File: src/rtl/csa_resolver.sv
// csa_resolver: resolves a carry-save pair (carry, sum) into the binary value
// 2*carry + sum. The addition is done CHUNK bits per cycle, with a carry flop
// linking one chunk to the next. There are valid/ready handshakes on both sides.
//
// Optional build macro: CSA_RESOLVER_ZERO_BYPASS_EN
//   When it is defined, a pair whose carry vector is zero skips the chunked
//   add. The sum is loaded straight into the result and the FSM goes to DONE.
//
// state | meaning
// ------+-----------------------------------------------------------
// IDLE  | no pair held; ready to accept
// ADD   | resolving one chunk per cycle, counter selects the chunk
// DONE  | result valid; may accept the next pair when out_ready is high
module csa_resolver #(
  parameter int WIDTH = 38,
  parameter int CHUNK = 8
) (
  input  logic               clock,
  input  logic               reset,
  input  logic               in_valid,
  output logic               in_ready,
  input  logic [WIDTH-1:0]   in_carry,
  input  logic [WIDTH-1:0]   in_sum,
  output logic               out_valid,
  input  logic               out_ready,
  output logic [WIDTH+1:0]   out_sum
);

  localparam int RW     = WIDTH + 2;
  localparam int NCHUNK = (RW + CHUNK - 1) / CHUNK;
  // Operand registers are padded to a whole number of chunks, so the last
  // (partial) chunk reads zeros above RW-1.
  localparam int PW     = NCHUNK * CHUNK;
  localparam int CW     = (NCHUNK > 1) ? $clog2(NCHUNK) : 1;

  typedef enum logic [1:0] {
    S_IDLE = 2'd0,
    S_ADD  = 2'd1,
    S_DONE = 2'd2
  } state_e;

  state_e          state_q, state_d;
  logic [CW-1:0]   cnt_q, cnt_d;
  logic            carry_q, carry_d;
  logic [PW-1:0]   a_q, a_d;
  logic [PW-1:0]   b_q, b_d;
  logic [RW-1:0]   res_q, res_d;

  logic            accept;
  logic            last_chunk;
  logic [CHUNK:0]  chunk_sum;
  logic [PW-1:0]   chunk_mask;
  logic [PW-1:0]   chunk_ins;

  // Handshake outputs depend only on state, plus out_ready while in DONE.
  always_comb begin
    in_ready  = (state_q == S_IDLE) || ((state_q == S_DONE) && out_ready);
    out_valid = (state_q == S_DONE);
    accept    = in_valid && in_ready;
    out_sum   = res_q;
  end

  // Chunk adder. Operands are shifted down each cycle, so chunk k always sits
  // in the low CHUNK bits. The result chunk is merged back in at position k.
  always_comb begin
    chunk_sum  = {1'b0, a_q[CHUNK-1:0]} + {1'b0, b_q[CHUNK-1:0]}
               + (CHUNK+1)'(carry_q);
    last_chunk = (cnt_q == CW'(NCHUNK - 1));
    chunk_mask = PW'({CHUNK{1'b1}}) << (int'(cnt_q) * CHUNK);
    chunk_ins  = PW'(chunk_sum[CHUNK-1:0]) << (int'(cnt_q) * CHUNK);
  end

  // Next-state and datapath update.
  always_comb begin
    state_d = state_q;
    cnt_d   = cnt_q;
    carry_d = carry_q;
    a_d     = a_q;
    b_d     = b_q;
    res_d   = res_q;
    case (state_q)
      S_IDLE, S_DONE: begin
        if (accept) begin
          a_d     = PW'({in_carry, 1'b0});
          b_d     = PW'(in_sum);
          carry_d = 1'b0;
          cnt_d   = '0;
          state_d = S_ADD;
`ifdef CSA_RESOLVER_ZERO_BYPASS_EN
          if (in_carry == '0) begin
            res_d   = RW'(in_sum);
            state_d = S_DONE;
          end
`endif
        end else if ((state_q == S_DONE) && out_ready) begin
          state_d = S_IDLE;
        end
      end
      S_ADD: begin
        // Bits of the last chunk above RW-1 are dropped by the truncating cast.
        res_d   = RW'((PW'(res_q) & ~chunk_mask) | chunk_ins);
        a_d     = a_q >> CHUNK;
        b_d     = b_q >> CHUNK;
        carry_d = chunk_sum[CHUNK];
        cnt_d   = cnt_q + 1'b1;
        if (last_chunk) begin
          state_d = S_DONE;
        end
      end
      default: state_d = S_IDLE;
    endcase
  end

  // State and datapath registers. Reset clears everything at once, so a
  // partial result is never presented.
  always_ff @(posedge clock or negedge reset) begin
    if (!reset) begin
      state_q <= S_IDLE;
      cnt_q   <= '0;
      carry_q <= 1'b0;
      a_q     <= '0;
      b_q     <= '0;
      res_q   <= '0;
    end else begin
      state_q <= state_d;
      cnt_q   <= cnt_d;
      carry_q <= carry_d;
      a_q     <= a_d;
      b_q     <= b_d;
      res_q   <= res_d;
    end
  end

endmodule
File: config.mk
export PLATFORM = sky130hd
export DESIGN_NAME = csa_resolver
export DESIGN_NICKNAME = d
export VERILOG_FILES = /design/src/rtl/csa_resolver.sv
export SDC_FILE = /design/constraint.sdc
export NUM_CORES = 1
export LEC_CHECK = 0
export ABC_AREA = 1
export BUFFER_PORTS_ARGS = -buffer_cell sky130_fd_sc_hd__buf_4
export CAP_MARGIN = 25
export CORE_ASPECT_RATIO = 0.6
export CORE_MARGIN = 2
export CORE_UTILIZATION = 29
export DETAILED_ROUTE_END_ITERATION = 6
export GPL_TIMING_DRIVEN = 0
export PLACE_DENSITY = 0.62
export SLEW_MARGIN = 20
export SYNTH_ARGS = -nofsm -noshare
export SYNTH_HDL_FRONTEND = slang
export SYNTH_SLANG_ARGS = --single-unit
File: constraint.sdc
create_clock -name clock -period 1.92 [get_ports clock]
set_input_delay 0.096 -clock clock [delete_from_list [all_inputs] [get_ports clock]]
set_output_delay 0.096 -clock clock [all_outputs]
set_load 0.01 [all_outputs]
After elaboration in Yosys (flattened, before gate mapping)
Index checks and enable logic that the tools add are counted.
{"block": "word_totals", "regBits": 126, "input_bits": 80, "out_inout_bits": 42, "elab_cells": 40}
{"block": "op_classes", "n_addsub": 3, "eq_ne": 6, "n_shift": 2, "mux": 12, "n_bitwise": 3, "reduce_logical": 8}
{"operator": "one-hot mux 40 bit (2 select lines)", "count": 2}
{"operator": "2-to-1 mux 40 bit", "count": 2}
{"operator": "bitwise AND 40 bit", "count": 1}
{"operator": "NOT 40 bit", "count": 1}
{"operator": "OR 40 bit", "count": 1}
{"operator": "left shift 8 x 6 -> 40 bit", "count": 1}
{"operator": "left shift 8 x 6 -> 40 bit, first input constant", "count": 1}
{"operator": "adder 8 x 8 -> 9 bit", "count": 1}
{"operator": "adder 9 x 1 -> 9 bit", "count": 1}
{"operator": "2-to-1 mux 2 bit", "count": 3}
{"operator": "one-hot mux 3 bit (2 select lines)", "count": 1}
{"operator": "!= test 2 bit, second input constant", "count": 2}
{"operator": "one-hot mux 2 bit (2 select lines)", "count": 1}
{"operator": "AND reduction 2 bit", "count": 2}
{"operator": "adder 3 x 1 -> 3 bit, second input constant", "count": 1}
{"operator": "== test 3 bit, second input constant", "count": 1}
{"operator": "2-to-1 mux 3 bit", "count": 1}
{"operator": "!= test 3 bit, second input constant", "count": 1}
{"operator": "== test 2 x 1 -> 1 bit, second input constant", "count": 1}
{"operator": "== test 2 bit, second input constant", "count": 1}
{"operator": "logical AND 1 bit", "count": 2}
{"operator": "logical NOT 2 bit", "count": 1}
{"operator": "one-hot mux 1 bit (2 select lines)", "count": 1}
{"operator": "nonzero test 2 bit", "count": 1}
{"operator": "3 further kinds", "count": 3}

Longest topological paths before layout
Gate-level depths: netlist (run 1).
{"block": "logic_depth", "depth_word": 6, "ltp_mapped": 11, "depth_no_buf": 11}

Worst setup path after synthesis (run 1)
Ideal clock, no wire load.
{"block": "synth_timing", "path_type": "reg2reg", "startpoint": "reg carry_q", "endpoint": "reg res_q[25] (netlist: out_sum[25])", "setup_ps": 83, "arrival_ps": 1728, "path_slack_ps": 109, "stages_incl_launch_ff": 6, "period_less_slack_ps": 1811, "path_cell_list": "dfrtp_1 > fa_1 > inv_1 > fa_1 > or2_2 > o21ai_0"}
{"block": "synth_via", "elab_chain_cells": 3}
{"element": "from (decl)", "line_no": "44", "text": "logic carry_q, carry_d;"}
{"element": "from (signal assigned)", "line_no": "127", "text": "carry_q <= carry_d;"}
{"element": "adder 9 x 1 -> 9 bit", "line_no": "67", "text": "+ (CHUNK+1)'(carry_q);"}
{"element": "left shift 8 x 6 -> 40 bit", "line_no": "70", "text": "chunk_ins = PW'(chunk_sum[CHUNK-1:0]) << (int'(cnt_q) * CHUNK);"}
{"element": "OR 40 bit", "line_no": "101", "text": "res_d = RW'((PW'(res_q) & ~chunk_mask) | chunk_ins);"}
{"element": "to (signal assigned)", "line_no": "130", "text": "res_q <= res_d;"}
{"element": "to (decl)", "line_no": "47", "text": "logic [RW-1:0] res_q, res_d;"}
Every way passes these cells.
A chain may end at the register's enable or synchronous reset.

Worst setup path in the final report (run 1)
{"block": "layout_timing", "startpoint": "reg a_q[0]", "endpoint": "reg res_q[36] (netlist: out_sum[36])"}
{"block": "layout_via", "elab_chain_cells": 4}
{"element": "from (decl)", "line_no": "45", "text": "logic [PW-1:0] a_q, a_d;"}
{"element": "from (signal assigned)", "line_no": "121", "text": "a_q <= '0;"}
{"element": "from (signal assigned)", "line_no": "128", "text": "a_q <= a_d;"}
{"element": "adder 8 x 8 -> 9 bit", "line_no": "66", "text": "chunk_sum = {1'b0, a_q[CHUNK-1:0]} + {1'b0, b_q[CHUNK-1:0]}"}
{"element": "adder 9 x 1 -> 9 bit", "line_no": "67"}
{"element": "left shift 8 x 6 -> 40 bit", "line_no": "70"}
{"element": "OR 40 bit", "line_no": "101"}
Every way passes these cells.

==> summary.md, run 1 <==
| Metric | Value |
|---|---|
| Register Area | `3080 um2` |
| CP startpoint kind | `flip-flop` |
| Worst Setup End Kind | `flip-flop` |
| Cell Chain, Critical Path | `fa_2 -> inv_2 -> fa_2 -> inv_2 -> nand2_4 -> a21oi_4 -> xor2_2 -> buf_4 -> nand3_2 -> nand2_1` |
| Global Route Usage Sum | `0.188` |
| Hold_ws | `-6.49 ps` |
| Cell leakage power | `3.87 nW` |
| Hold Path Sink | `b_q[19]$_DFFE_PN0P_` |
| Post-synth EDFFs | `0` |
| Mapped Cells | `644` |
| CP max FO | `3` |
| Remaining DRCs | `0` |
| Final hold vios | `1` |
| Hold Path Stages | `3` |
| Critical setup path kind | `flip-flop to flip-flop` |
| Post-route ant nets | `0` |
| Slowest cell on crit path | `dfrtp_1` |
| Mux contribution to synthesized area | `0` |
| Vias per inst | `4.79` |
| Clk sink count | `123` |
| XOR/XNOR share of the synthesized area | `0.00312` |
| Worst path required time | `2280 ps` |
| Buf+Inv Stages, Crit Path | `3` |
| Die area | `20500 um2` |
| DR vias | `5262` |
| Fill count | `1918` |
| Syn Area/Cell | `8.72 um2` |
| Reg2reg setup slack | `30 ps` |
| Power Dens Cells | `1930 nW/um2` |
| PortBufs | `120` |
| Synthesized area | `5620 um2` |
| Crit path max-delay family | `adder cells` |
| Post-synthesis adder-cell area fraction | `0.0339` |
| Peak VDD IR | `0.777 mV` |
| Max-slew violation count | `0` |
| RSZ-0062 raised after global routing | `true` |
| I/O Pins | `122` |
| Antenna fix cells | `0` |
| Reg2Reg Depth | `10` |
| Clock transition at path regs | `60 ps` |
| Crit path time final | `1890 ps` |
| CTS root buffer | `clkbuf_16` |
| Yosys cell types | `32` |
| Multi-input gate area | `2300 um2` |
| Status | `finished with violations` |
| 1st-iter DRT viols | `481` |
| Global-route wire length before repair | `29300 um` |
| Post-synthesis register bit count | `123` |
| Reg-to-reg endpoint | `out_sum[36]$_DFFE_PN0P_` |
| WL per Instance | `16.9 um` |
| Largest net degree at the start of global routing | `96` |
| Max-cap viol count | `0` |
| # setup viols final | `0` |
| Failing checks | `hold timing` |
| Num CTS Buffers | `17` |
| Worst skew pair latency | `420 ps` |
| R2r startpoint | `a_q[0]$_DFFE_PN0P_` |
| Hold Startpoint | `in_sum[19]` |
| Vias in the first global route | `5184` |
| Crit path DAT | `2250 ps` |
| Synth Area in Simple Gates | `0.287` |
| Final worst setup slack | `27.6 ps` |
| Slew at the pin with the worst max-slew slack | `605 ps` |
| Total grt overflow | `0` |
| DIE WIDTH | `184 um` |
| First-pass iteration count of the detailed router | `5` |
| Antenna violations before repair | `0` |
| Post-Syn Nets | `738` |
| Synth Warn # | `0` |
| H-tree depth | `4` |
| Slew HR | `0.596` |
| Area Overhead vs Synth | `44.0%` |
| Core ar. | `19000 um2` |
| Row count | `39` |
| Fin Setup TNS | `0 ps` |
| Hold Crit Class | `input pin to flip-flop` |
| Largest family of logic cells by synthesized area | `simple AND/OR/NAND/NOR gates` |
| Initial Util | `0.296` |
| Seq/Total Area, Yosys | `0.548` |
| Placed Cells | `1011` |
| Net count, final | `933` |
| CTS max path bufs | `2` |
| Layout cell share with drive strength beyond 1 | `0.245` |
| Clock Skew | `13.5 ps` |
| Chip Height | `112 um` |
| CTS tree | `yes` |
| Post-route insts no fill | `1098` |
| Synth Area in Compound Gates | `0.0722` |
| Ys flop type | `dfrtp_1` |
| Pre-CTS WS | `-312 ps` |
| Fin crit share | `0.986` |
| Fmax | `528 MHz` |
| Worst path max stage delay | `390 ps` |
| Drt total wl | `18600 um` |
| RePlAce Congestion | `0.815` |
| DP Wirelength | `13600 um` |
| Asr flop ratio synth | `1.00` |
==> per-stage QoR <==
step	total power, W	area (um2)	utilization
2_1_floorplan	0.00891	5620	-
3_3_place_gp	0.0114	6830	0.360
3_5_place_dp	0.0116	6860	0.361
4_1_cts	0.0153	8000	0.422
5_1_grt	0.0168	8090	0.426
6_report	0.0156	8090	0.426
==> Yosys cell counts (all sizes together), types with 2 or more instances <==
cell type | n | share of area
nor2 | 103 | 0.072
nand2 | 126 | 0.086
o21ai | 24 | 0.021
inv | 39 | 0.026
nor3 | 91 | 0.081
nand4 | 15 | 0.017
a21oi | 5 | 0.0065
clkinv | 2 | 0.0013
clkbuf | 20 | 0.013
nand3 | 30 | 0.027
a211oi | 29 | 0.039
fa | 2 | 0.0071
ha | 12 | 0.027
buf | 13 | 0.016
dfrtp | 123 | 0.55
or2 | 3 | 0.0033
==> report_power, final <==
group | leakage [nW] | internal [W] | switching, W
combinational | 2.09 | 0.00293 | 0.00477
clock | 0.292 | 0.00214 | 0.00120
sequential | 1.48 | 0.00386 | 0.000744
==> registers in the layout (all words and copies together) (netlist names) <==
| signal | count |
|---|---|
| a_q | 39 |
| b_q | 38 |
| carry_q | 1 |
| cnt_q | 3 |
| out_sum | 40 |
| state_q | 2 |
==> cells in the final DEF, fill, tap and decap left out, types with 3 or more instances in the layout <==
cell type      count
nand4_1           15
o21ai_0           14
nor2_1            99
a211oi_1          29
nand3_2            4
clkbuf_16         17
ha_1              12
a21oi_1            3
clkinvlp_4         4
inv_2              7
nand2_2            8
o21ai_1           10
nand2_1          117
clkbuf_1          19
dfrtp_1          123
nand3_1           26
dlygate4sd3_1     46
clkbuf_2           3
bufinv_16          3
buf_6              3
nor3_1            91
buf_2              7
clkbuf_8           3
buf_4            130
inv_1             33
==> what timing repair did <==
action                                  in CTS  in global routing
hold buffers                                46                  0
buffers inserted                             4                  5
pin swaps                                    5                  6
gates resized for setup                     10                 25
endpoints found under the setup margin      16                 37
hold endpoints to repair                   168                  0
==> worst max-delay path by stage <==
stage | startpoint | endpoint | slack (ps) | cells after the start
global placement | a_q[0]$_DFFE_PN0P_ | out_sum[28]$_DFFE_PN0P_ | -300 | 9
global route | a_q[0]$_DFFE_PN0P_ | out_sum[36]$_DFFE_PN0P_ | -80 | 10
finish | a_q[0]$_DFFE_PN0P_ | out_sum[36]$_DFFE_PN0P_ | 30 | 10
detailed placement | a_q[0]$_DFFE_PN0P_ | out_sum[12]$_DFFE_PN0P_ | -310 | 9
floorplan | carry_q$_DFFE_PN0P_ | out_sum[25]$_DFFE_PN0P_ | 110 | 5
CTS | carry_q$_DFFE_PN0P_ | out_sum[36]$_DFFE_PN0P_ | -20 | 10
==> area by class of cell <==
class	instances	area share
Sequential cell	123	0.381
Clock buffer	22	0.0586
Buffer	33	0.0206
Timing Repair Buffer	176	0.181
Clock inverter	10	0.0173
Inverter	41	0.0195
Tap cell	246	0.0381
Multi-Input combinational cell	447	0.284
==> kinds of logic (layout without fill, tap and decap cells) <==
family,count (synthesis),count (layout)
fa+ha+maj,14,14
compound gates,62,62
buf+inv,74,282
xor+xnor,2,2
simple gates,369,369
flops,123,123
==> worst reg2reg max path, cell delays in order (launching register included) <==
cell and delay, ps:
dfrtp_1 390, fa_2 230, inv_2 40, fa_2 340, inv_2 80, nand2_4 50
a21oi_4 180, xor2_2 230, buf_4 160, nand3_2 70, nand2_1 70
==> layer usage <==
metal | vias up | track usage | share of wire
li1 | 2545 | - | -
met1 | 2484 | 0.306 | 0.52
met2 | 225 | 0.244 | 0.39
met4 | 0 | 0.0384 | 0.0055
met5 | - | 0 | 0
met3 | 8 | 0.0471 | 0.088
(Power assumes the default switching activity.)
==> inputs of run 2 (changes only) <==
--- a/config.mk
+++ b/config.mk
@@ -5,7 +5,6 @@
 export SDC_FILE = /design/constraint.sdc
 export NUM_CORES = 1
 export LEC_CHECK = 0
-export ABC_AREA = 1
 export BUFFER_PORTS_ARGS = -buffer_cell sky130_fd_sc_hd__buf_4
 export CAP_MARGIN = 25
 export CORE_ASPECT_RATIO = 0.6
==> run 2 against run 1 <==
Against the previous run:
- the run ends with setup timing left
- hold slack better by 7.3 ps
- clock skew is 3.9 ps lower
- non-clock buffer count is 27 higher
- area after synthesis is 0.16% higher
- wire length is 1.7% lower
- count of clock-buffer cells in the layout is 5 lower
- critical path type unchanged
- largest power group unchanged
==> summary.md, run 2 <==
| Metric | Value |
|---|---|
| Commonest non-fill, non-tap cell in the layout | `nand2_1` |
| # setup viols final | `22 (+22)` |
| Worst path required time | `2240 ps (-40 ps)` |
| Crit path time final | `1990 ps (+99.9 ps)` |
| Buf+Inv Stages, Crit Path | `1 (-2)` |
| Critical setup path kind | `flip-flop to flip-flop` |
| Synth Warn # | `0 (unchanged)` |
| Post-route ant nets | `0 (unchanged)` |
| Mapped Cells | `605 (-6.1%)` |
| Post-synthesis register bit count | `123 (unchanged)` |
| DP Wirelength | `13000 um (-4.2%)` |
| CP startpoint kind | `flip-flop` |
| Hold_ws | `0.780 ps (+7.27 ps)` |
| Clock transition at path regs | `60 ps (about the same)` |
| Worst skew pair latency | `420 ps (about the same)` |
| Failing checks | `setup timing` |
| Fin Setup TNS | `-846 ps (-846 ps)` |
| Ys flop type | `dfrtp_1` |
| Largest net degree at the start of global routing | `72 (-25%)` |
| Max FFs per register | `40 (unchanged)` |
| Yosys cell types | `42 (+31%)` |
| CTS root buffer | `clkbuf_16` |
| Antenna violations before repair | `0 (unchanged)` |
| Hold Crit Class | `input pin to flip-flop` |
| Post-synth EDFFs | `0 (unchanged)` |
| RSZ-0062 raised after global routing | `true` |
| WL per Instance | `16.8 um (-0.47%)` |
| Max-slew violation count | `0 (unchanged)` |
| Fmax | `502 MHz (-5.0%)` |
| Leading area contributor after synthesis | `dfrtp_1` |
| Final Instance Area | `8490 um2 (+4.9%)` |
| Slowest cell on crit path | `dfrtp_2` |
| Most frequent cells in the layout | `nand2_1, buf_4, dfrtp_1` |
| Top Usage Layer GRT | `met1` |
| Worst Setup End Kind | `flip-flop` |
| Cell leakage power | `3.97 nW (+2.7%)` |
| Area contributors post-synth | `dfrtp_1, nand2_1, a31oi_1, nor2_1, a22o_1` |
| H-tree depth | `4 (unchanged)` |
| Total grt overflow | `0 (unchanged)` |
| Die area | `20600 um2 (+0.15%)` |
| Area Overhead vs Synth | `50.8%` |
| Antenna fix cells | `0 (unchanged)` |
| CTS max path bufs | `2 (unchanged)` |
| Net count, final | `919 (-1.5%)` |
| Synth top cells by count | `nand2_1, dfrtp_1, nor2_1, a31oi_1, nand3_1` |
| Vias per inst | `4.88 (+1.9%)` |
| Core ar. | `19000 um2 (+0.26%)` |
| Asr flop ratio synth | `1.00 (unchanged)` |
| Synth top area share | `0.547 (-0.000853)` |
| Synthesized area | `5630 um2 (+0.16%)` |
| CTS tree | `yes` |
| Status | `finished with violations` |
| Fill count | `1816 (-5.3%)` |
| Clk sink count | `123 (unchanged)` |
| Worst path max stage delay | `400 ps (about the same)` |
| Peak VDD IR | `0.890 mV (+15%)` |
| First-pass iteration count of the detailed router | `5 (unchanged)` |
| Layout cell share with drive strength beyond 1 | `0.253 (+0.00768)` |
| Drt total wl | `18300 um (-1.7%)` |
| Initial Util | `0.296 (-0.000299)` |
| Crit path DAT | `2310 ps (+60 ps)` |
| RePlAce Congestion | `0.777 (-4.7%)` |
| Syn Area/Cell | `9.30 um2 (+6.6%)` |
| Slew HR | `0.630 (+0.0334)` |
| 1st-iter DRT viols | `383 (-20%)` |
| Final worst setup slack | `-72.4 ps (-99.9 ps)` |
| CP max FO | `5 (+2)` |
| Fin crit share | `1.04 (+0.0520)` |
| Crit path max-delay family | `adder cells` |
| Clock Skew | `9.66 ps (-3.86 ps)` |
| Slew at the pin with the worst max-slew slack | `555 ps (-50.1 ps)` |
| DR vias | `5292 (+0.57%)` |
| Num CTS Buffers | `17 (unchanged)` |
| Final hold vios | `0 (-1)` |
| M3 GR Usage | `0.0419 (-0.00523)` |
| Remaining DRCs | `0 (unchanged)` |
| PortBufs | `121 (+0.83%)` |
| DIE WIDTH | `184 um (about the same)` |
| Chip Height | `112 um (about the same)` |
| Max-cap viol count | `0 (unchanged)` |
| Post-Syn Nets | `699 (-5.3%)` |
| Seq/Total Area, Yosys | `0.547 (-0.000853)` |
| Vias in the first global route | `5097 (-1.7%)` |
| Power Dens Cells | `1920 nW/um2 (-0.89%)` |
| Global-route wire length before repair | `28300 um (-3.3%)` |
| Most common cell in the netlist | `nand2_1` |
| Met1 Track Usage GR | `0.300 (-0.00655)` |
| M2 GR Usage | `0.230 (-0.0133)` |
| Placed Area | `6880 um2 (+0.24%)` |
| Crit path top cell by count | `fa_2` |
| Row count | `39 (unchanged)` |
| Cell Chain, Critical Path | `fa_2 -> inv_2 -> fa_2 -> nor2b_4 -> o2111ai_4 -> and4_4 -> o31ai_2` |
| I/O Pins | `122 (unchanged)` |
| Global Route Usage Sum | `0.181 (-0.00702)` |
| Pre-CTS WS | `-360 ps (-47.7 ps)` |
==> run 2: changes by cell type in the layout (fill, tap and decap cells not counted), moves of 19 or more <==
cell / change
a31oi_1: +60
a211oi_1: -29
nor3_1: -91
nand2_1: +64
nor2_1: -34
inv_1: -22
dlygate4sd3_1: +29
a22o_1: +19
==> run 2: final cells by class <==
class / instances / area (um2) / share of cell area
Sequential cell: 123 / 3080 / 0.363
Multi-Input combinational cell: 434 / 2480 / 0.292
Timing Repair Buffer: 201 / 1720 / 0.203
Clock buffer: 17 / 425 / 0.0501
Tap cell: 246 / 308 / 0.0363
Clock inverter: 15 / 238 / 0.0280
Buffer: 35 / 180 / 0.0212
Inverter: 13 / 48.8 / 0.00575
==> run 2: kinds of logic after synthesis <==
group	after synthesis	synth area share
buffers and inverters	48	0.0402
and+or+nand+nor	287	0.211
DFF	123	0.547
adders and majority gates	14	0.0338
xor gates and xnor gates	3	0.00601
AOI/OAI and AO/OA	130	0.162
==> run 2: per-layer routing <==
| layer | vias to the layer above | wire [um] |
|---|---|---|
| met4 | 0 | 158 |
| met5 | - | 0 |
| met2 | 159 | 7050 |
| met3 | 16 | 1060 |
| li1 | 2523 | - |
| met1 | 2594 | 10000 |
==> run 2: power breakdown <==
part / total [W] / internal [W] / switching, W
clock network: 0.00366 / 0.00234 / 0.00133
registers: 0.00480 / 0.00388 / 0.000916
logic: 0.00781 / 0.00325 / 0.00456
==> run 2: worst register-to-register path: stages, from the launching register on <==
cell       delay, ps
dfrtp_2          400
fa_2             290
inv_2             50
fa_2             360
nor2b_4          180
o2111ai_4        150
and4_4           220
o31ai_2          240
==> run 2: timing repair <==
item | in CTS | in global routing
endpoints found under the hold margin | 126 | 0
buffers inserted | 3 | 1
pin swaps | 13 | 20
endpoints found under the setup margin | 26 | 34
hold buffers | 75 | 0
resized for setup | 14 | 20
==> run 2: final timing paths <==
check	startpoint	cells after the start	endpoint	slack, ps
max	b_q[0]$_DFFE_PN0P_	7	out_sum[30]$_DFFE_PN0P_	-70
min	in_carry[12]	3	a_q[13]$_DFFE_PN0P_	0.8
max reg2reg	b_q[0]$_DFFE_PN0P_	7	out_sum[30]$_DFFE_PN0P_	-70
min reg2reg	out_sum[33]$_DFFE_PN0P_	2	out_sum[33]$_DFFE_PN0P_	490
max in group asynchronous	reset	3	b_q[0]$_DFFE_PN0P_	1010
min in group asynchronous	reset	2	a_q[1]$_DFFE_PN0P_	180
==> run 2: through the flow <==
step / instances / utilization / power [W]
floorplan: 605 / - / 0.00902
global placement: 972 / 0.360 / 0.0115
detailed placement: 973 / 0.361 / 0.0116
CTS: 1083 / 0.440 / 0.0158
global route: 1084 / 0.446 / 0.0174
finish: 1084 / 0.446 / 0.0163
